`src/rtl/alu_pkg.sv`:
```
// Shared definitions for the multi-cycle ALU: opcodes, FSM state encoding
// and small helpers used by the top level and the mul/div sequencer.
package alu_pkg;

    localparam logic [3:0] ALU_ADD   = 4'd0;
    localparam logic [3:0] ALU_SUB   = 4'd1;
    localparam logic [3:0] ALU_AND   = 4'd2;
    localparam logic [3:0] ALU_OR    = 4'd3;
    localparam logic [3:0] ALU_XOR   = 4'd4;
    localparam logic [3:0] ALU_SLT   = 4'd5;
    localparam logic [3:0] ALU_SLTU  = 4'd6;
    localparam logic [3:0] ALU_SLL   = 4'd7;
    localparam logic [3:0] ALU_SRL   = 4'd8;
    localparam logic [3:0] ALU_SRA   = 4'd9;
    localparam logic [3:0] ALU_MUL   = 4'd10;
    localparam logic [3:0] ALU_MULHU = 4'd11;
    localparam logic [3:0] ALU_DIVU  = 4'd12;
    localparam logic [3:0] ALU_REMU  = 4'd13;

    typedef enum logic [1:0] {
        IDLE = 2'd0,
        BUSY = 2'd1,
        DONE = 2'd2
    } state_t;

    // Number of low-order b bits that form a shift amount.
    function automatic int shamt_width(input int width);
        return $clog2(width);
    endfunction

    function automatic logic is_muldiv(input logic [3:0] op);
        return (op == ALU_MUL) || (op == ALU_MULHU) || (op == ALU_DIVU) || (op == ALU_REMU);
    endfunction

endpackage

```
`src/rtl/alu_muldiv_seq.sv`:
```
// Iterative unsigned multiplier (shift-add) and restoring divider sharing one
// 2*WIDTH accumulator; one iteration per cycle, WIDTH iterations per op.
module alu_muldiv_seq #(
    parameter int WIDTH = 32
) (
    input  logic             clk,
    input  logic             rst_n,
    input  logic             start,
    input  logic [3:0]       op,
    input  logic [WIDTH-1:0] a,
    input  logic [WIDTH-1:0] b,
    output logic             done,
    output logic [WIDTH-1:0] result
);
    import alu_pkg::*;

    localparam int CW = $clog2(WIDTH);

    logic [2*WIDTH-1:0] acc_reg, acc_next;
    logic [WIDTH-1:0]   b_reg;
    logic [3:0]         op_reg;
    logic [CW-1:0]      cnt_reg;
    logic               running_reg, done_reg;
    logic               is_div;
    logic [WIDTH:0]     mul_sum, rem_sh;
    logic [WIDTH-1:0]   rem_diff;

    assign is_div = (op_reg == ALU_DIVU) || (op_reg == ALU_REMU);

    // Multiply: {hi,lo} starts as {0,a}; add b into hi when lo[0] is set, shift right.
    // Divide:   {rem,quo} starts as {0,a}; shift left, subtract b from rem when it fits.
    always_comb begin
        mul_sum  = {1'b0, acc_reg[2*WIDTH-1:WIDTH]} +
                   (acc_reg[0] ? {1'b0, b_reg} : {(WIDTH+1){1'b0}});
        rem_sh   = {acc_reg[2*WIDTH-1:WIDTH], acc_reg[WIDTH-1]};
        rem_diff = WIDTH'(rem_sh - {1'b0, b_reg});
        acc_next = {mul_sum, acc_reg[WIDTH-1:1]};
        if (is_div) begin
            if (rem_sh >= {1'b0, b_reg})
                acc_next = {rem_diff, acc_reg[WIDTH-2:0], 1'b1};
            else
                acc_next = {rem_sh[WIDTH-1:0], acc_reg[WIDTH-2:0], 1'b0};
        end
    end

    always_ff @(posedge clk or negedge rst_n) begin
        if (!rst_n) begin
            acc_reg     <= '0;
            b_reg       <= '0;
            op_reg      <= '0;
            cnt_reg     <= '0;
            running_reg <= 1'b0;
            done_reg    <= 1'b0;
        end else if (start) begin
            acc_reg     <= {{WIDTH{1'b0}}, a};
            b_reg       <= b;
            op_reg      <= op;
            cnt_reg     <= CW'(WIDTH - 1);
            running_reg <= 1'b1;
            done_reg    <= 1'b0;
        end else if (running_reg) begin
            acc_reg <= acc_next;
            if (cnt_reg == '0) begin
                running_reg <= 1'b0;
                done_reg    <= 1'b1;
            end else begin
                cnt_reg <= cnt_reg - 1'b1;
            end
        end else begin
            done_reg <= 1'b0;
        end
    end

    assign done   = done_reg;
    assign result = ((op_reg == ALU_MUL) || (op_reg == ALU_DIVU)) ?
                    acc_reg[WIDTH-1:0] : acc_reg[2*WIDTH-1:WIDTH];

endmodule

```
`src/rtl/alu_mc.sv`:
```
// Multi-cycle ALU with valid/ready handshakes: single-cycle ops complete one
// cycle after accept, mul/div ops are delegated to alu_muldiv_seq.
module alu_mc #(
    parameter int WIDTH = 32
) (
    input  logic             clk,
    input  logic             rst_n,
    input  logic [WIDTH-1:0] a,
    input  logic [WIDTH-1:0] b,
    input  logic [3:0]       ALUControl,
    input  logic             in_valid,
    output logic             in_ready,
    output logic             out_valid,
    input  logic             out_ready,
    output logic [WIDTH-1:0] ALUResult,
    output logic             zero,
    output logic             negative,
    output logic             carry,
    output logic             overflow,
    output logic             illegal
);
    import alu_pkg::*;

    localparam int SW = shamt_width(WIDTH);

    state_t           state_reg, state_next;
    logic             pending_reg;
    logic [3:0]       op_reg;
    logic [WIDTH-1:0] a_reg, b_reg;
    logic             accept, md_start, md_done, load_sc, load_md;
    logic [WIDTH-1:0] md_result, sc_result;
    logic             sc_carry, sc_ovf, sc_illegal;
    logic [WIDTH:0]   sum;

    assign accept   = in_valid && in_ready;
    assign md_start = accept && is_muldiv(ALUControl);
    assign load_sc  = (state_reg == IDLE) && pending_reg && !is_muldiv(op_reg);
    assign load_md  = (state_reg == BUSY) && md_done;

    alu_muldiv_seq #(.WIDTH(WIDTH)) u_muldiv (
        .clk    (clk),
        .rst_n  (rst_n),
        .start  (md_start),
        .op     (ALUControl),
        .a      (a),
        .b      (b),
        .done   (md_done),
        .result (md_result)
    );

    always_ff @(posedge clk or negedge rst_n) begin
        if (!rst_n) state_reg <= IDLE;
        else        state_reg <= state_next;
    end

    // pending_reg marks the cycle between accept and the op being dispatched.
    always_comb begin
        state_next = state_reg;
        case (state_reg)
            IDLE:    if (pending_reg) state_next = is_muldiv(op_reg) ? BUSY : DONE;
            BUSY:    if (md_done)     state_next = DONE;
            DONE:    if (out_ready)   state_next = IDLE;
            default: state_next = IDLE;
        endcase
    end

    always_comb begin
        in_ready  = (state_reg == IDLE) && !pending_reg;
        out_valid = (state_reg == DONE);
    end

    always_ff @(posedge clk or negedge rst_n) begin
        if (!rst_n) begin
            pending_reg <= 1'b0;
            op_reg      <= '0;
            a_reg       <= '0;
            b_reg       <= '0;
        end else begin
            pending_reg <= accept;
            if (accept) begin
                op_reg <= ALUControl;
                a_reg  <= a;
                b_reg  <= b;
            end
        end
    end

    always_comb begin
        sc_result  = '0;
        sc_carry   = 1'b0;
        sc_ovf     = 1'b0;
        sc_illegal = 1'b0;
        sum        = '0;
        case (op_reg)
            ALU_ADD: begin
                sum       = {1'b0, a_reg} + {1'b0, b_reg};
                sc_result = sum[WIDTH-1:0];
                sc_carry  = sum[WIDTH];
                sc_ovf    = (a_reg[WIDTH-1] == b_reg[WIDTH-1]) && (sum[WIDTH-1] != a_reg[WIDTH-1]);
            end
            ALU_SUB: begin
                sum       = {1'b0, a_reg} + {1'b0, ~b_reg} + {{WIDTH{1'b0}}, 1'b1};
                sc_result = sum[WIDTH-1:0];
                sc_carry  = sum[WIDTH];
                sc_ovf    = (a_reg[WIDTH-1] != b_reg[WIDTH-1]) && (sum[WIDTH-1] != a_reg[WIDTH-1]);
            end
            ALU_AND:  sc_result = a_reg & b_reg;
            ALU_OR:   sc_result = a_reg | b_reg;
            ALU_XOR:  sc_result = a_reg ^ b_reg;
            ALU_SLT:  sc_result = {{(WIDTH-1){1'b0}}, ($signed(a_reg) < $signed(b_reg))};
            ALU_SLTU: sc_result = {{(WIDTH-1){1'b0}}, (a_reg < b_reg)};
            ALU_SLL:  sc_result = a_reg << b_reg[SW-1:0];
            ALU_SRL:  sc_result = a_reg >> b_reg[SW-1:0];
            ALU_SRA:  sc_result = $signed(a_reg) >>> b_reg[SW-1:0];
            ALU_MUL, ALU_MULHU, ALU_DIVU, ALU_REMU: sc_illegal = 1'b0;
            default:  sc_illegal = 1'b1;
        endcase
    end

    // Result and flags only change when a new result is produced, so they hold under backpressure.
    always_ff @(posedge clk or negedge rst_n) begin
        if (!rst_n) begin
            ALUResult <= '0;
            zero      <= 1'b0;
            negative  <= 1'b0;
            carry     <= 1'b0;
            overflow  <= 1'b0;
            illegal   <= 1'b0;
        end else if (load_sc) begin
            ALUResult <= sc_result;
            zero      <= (sc_result == '0);
            negative  <= sc_result[WIDTH-1];
            carry     <= sc_carry;
            overflow  <= sc_ovf;
            illegal   <= sc_illegal;
        end else if (load_md) begin
            ALUResult <= md_result;
            zero      <= (md_result == '0);
            negative  <= md_result[WIDTH-1];
            carry     <= 1'b0;
            overflow  <= 1'b0;
            illegal   <= 1'b0;
        end
    end

endmodule
```
`config.mk`:
```
export PLATFORM = sky130hd
export DESIGN_NAME = alu_mc
export DESIGN_NICKNAME = d
export VERILOG_FILES = /design/src/rtl/alu_pkg.sv /design/src/rtl/alu_muldiv_seq.sv /design/src/rtl/alu_mc.sv
export SDC_FILE = /design/constraint.sdc
export NUM_CORES = 1
export LEC_CHECK = 0
export CAP_MARGIN = 30
export CELL_PAD_IN_SITES_DETAIL_PLACEMENT = 1
export CELL_PAD_IN_SITES_GLOBAL_PLACEMENT = 1
export CORE_MARGIN = 8
export CORE_UTILIZATION = 48
export CTS_BUF_LIST = sky130_fd_sc_hd__clkbuf_2
export DETAILED_ROUTE_END_ITERATION = 6
export PLACE_DENSITY = 0.86
export SYNTH_ARGS = -nofsm -noshare
export SYNTH_HDL_FRONTEND = slang
export SYNTH_SLANG_ARGS = --single-unit
```
`constraint.sdc`:
```
create_clock -name clk -period 6.3 [get_ports clk]
set_clock_uncertainty 0.2 [all_clocks]
set_input_delay 1.26 -clock clk [delete_from_list [all_inputs] [get_ports clk]]
set_output_delay 1.26 -clock clk [all_outputs]
set_load 0.05 [all_outputs]
```
==> flow_summary.yaml <==
outcome:
  outcome: "completed"
worst_setup_path:
  critPathLaunchType: "flop"
  cp.arrival_ns: 6.08
  worstPathMaxFanout: 33
  r2r_slack_ns: 1.01
  worstPathRequired_ns: 7.09
  crit_path_end_kind: "flop"
  crit_type: "reg -> reg"
sta:
  finalSetupTns_ns: 0
  max_slew_margin: 0.2909
  fin_crit_ns: 5.292
  tightest_slew_ns: 1.064
  hold_violations: 0
  fmax_mhz: 189.0
  rsz0062_at_grt: "false"
  post-route-period-util: 0.8400
  report.final.setup_viol: 0
  slew_viol_final: 0
placed_design:
  placed_cells_incl_taps: 3447
  dp_hpwl_um: 78030
  routabilityCongestion: 1.061
  portBuffers: 110
  dpl_cell_area_sq_um: 24360
route:
  drc_errors: 0
  ant_nets: 0
  drt_iter0_drc: 3275
  wl_per_cell_um: 29.21
  dr.pass1.iters: 6
  dr_total_vias: 25080
  wirelength_um: 104000
  viasPerCell: 7.046
cells_and_area:
  area_growth_pct: 8.292
  instances_no_fill: 3560
  largest_reg_flops: 64
  drive_above_1_share: 0.09857
  fillers: 5826
  design_area_sq_um: 24900
  post-route-util: 0.5238
  multi_input_area_sq_um: 16130
  regArea_sq_um: 5363
  nets: 3138
logic_synthesis:
  synth_edf_count: 0
  avgSynthCellArea_sq_um: 7.968
  netlist_area_sq_um: 23000
  netlist_instances: 2886
  ys_top_cells_by_area: "dfrtp_1 (23%), ha_1 (9.0%), o21ai_0 (6.5%)"
  synth-seq-cells: 214
  netlist-cell-type-count: 99
  async_flop_share: 1.000
  seq_area_frac_synth: 0.2329
  synth_top_area_share: 0.2329
  yosysWarningCount: 0
  syn_nets: 3128
  synth_ff_type: "dfrtp_1"
  synth_top_cell_by_area: "dfrtp_1"
cts:
  cts_sinks: 214
  clkTransAtPathRegs_ns: 0.12
  cts_tree: "built"
  post_cts_buffers: 0
  clk_path_buf_depth: 3
  cts_made_buffers: 61
  cts_hold_buf: 0
  cts.repair.resized: 0
  insertion_delay_ns: 1.12
  htree_levels: 2
  root_buffer: "clkbuf_2"
die:
  start_util: 0.4837
  core_sq_um: 47550
  die_y_um: 234.9
  dieArea_sq_um: 55170
  rows: 80
  pin_count: 111
  die_w_um: 234.9
hold_path:
  hp-class: "in -> async"
flow_run:
  maxCapViolCount: 0
grt:
  grt_use_total: 0.3630
  grt_pass1_wl_um: 158800
  antenna_found_initial: 5
  grt_remaining_overflow: 0
  grt_max_degree: 127
  grt_pass1_vias: 25750
-- synthesized netlist by cell type, drive strengths merged, types with 25 or more instances --
| library cell | instances |
|---|---|
| a211oi | 33 |
| a21o | 52 |
| a21oi | 173 |
| a31oi | 31 |
| and2 | 50 |
| buf | 74 |
| clkbuf | 144 |
| dfrtp | 214 |
| ha | 166 |
| inv | 152 |
| mux2 | 30 |
| mux2i | 89 |
| mux4 | 63 |
| nand2 | 384 |
| nand2b | 26 |
| nand3 | 98 |
| nand4 | 25 |
| nor2 | 172 |
| nor3 | 52 |
| o211ai | 33 |
| o21ai | 306 |
| o221ai | 41 |
| o22ai | 26 |
| or3 | 25 |
| xnor2 | 32 |
| xor2 | 27 |
-- cells in the final DEF, fill, tap and decap left out, types with 89 or more instances in the layout --
master and n:
nand2_1 382, o21ai_0 298, dfrtp_1 210, a21oi_1 172
nor2_1 171, ha_1 166, inv_1 151, clkdlybuf4s50_1 109
nand3_1 98, clkbuf_2 90, mux2i_1 89
-- area by class of cell --
type                       instances  share of cell area
antenna                            3           0.0003015
clock buffer                      89             0.01789
clock inverter                    20            0.003517
inverter                         152             0.02291
multi-input combinational       2302              0.6478
sequential                       214              0.2153
tap                              615             0.03090
timing repair buffer             165             0.06135
-- critical path: stages, from the launching register on --
cell	delay, ns
dfrtp_4	0.79
buf_4	0.55
mux4_1	0.64
mux2i_1	0.37
o2111ai_1	0.41
o31ai_1	0.35
o2111a_1	0.45
and2_1	0.17
and4_1	0.18
nand4_1	0.18
nor4_1	0.48
and4_1	0.27
a21bo_1	0.10
-- worst paths after layout --
path / start / end / cells past startpoint
worst max-delay path: b_reg[0] / zero / 12
worst min-delay path: rst_n / u_muldiv.b_reg[25] / 1
max in group asynchronous: rst_n / b_reg[4] / 2
min in group clk: u_muldiv.op_reg[3] / u_muldiv.op_reg[3] / 1
worst max register to register: b_reg[0] / zero / 12
worst min register to register: u_muldiv.op_reg[3] / u_muldiv.op_reg[3] / 1
-- metal layers --
metal  vias to the layer above  track usage  share of wire
met3                       400      0.06227          0.093
li1                      10690            -              -
met5                         -            0              0
met1                     12470       0.4649           0.39
met2                      1528       0.5728           0.45
met4                         0       0.2119          0.066
-- cells by family after synthesis --
family | share of synthesized area
flip-flops | 0.2329
buffers and inverters | 0.06845
XOR/XNOR | 0.02247
multiplexers | 0.1176
AND/OR/NAND/NOR | 0.1969
adder cells (fa/ha/maj) | 0.09380
AO/OA/AOI/OAI | 0.2679
-- metrics by stage --
stage	setup slack [ns]	hold slack (ns)
3_3_place_gp	1.363	0.2719
4_1_cts	1.195	0.07603
3_5_place_dp	1.328	0.2743
2_1_floorplan	1.732	0.2467
6_report	1.008	0.06934
5_1_grt	1.016	0.1650
Power is not shown: default switching activity piles up to over one toggle a cycle in this logic, so the estimate is an artifact.
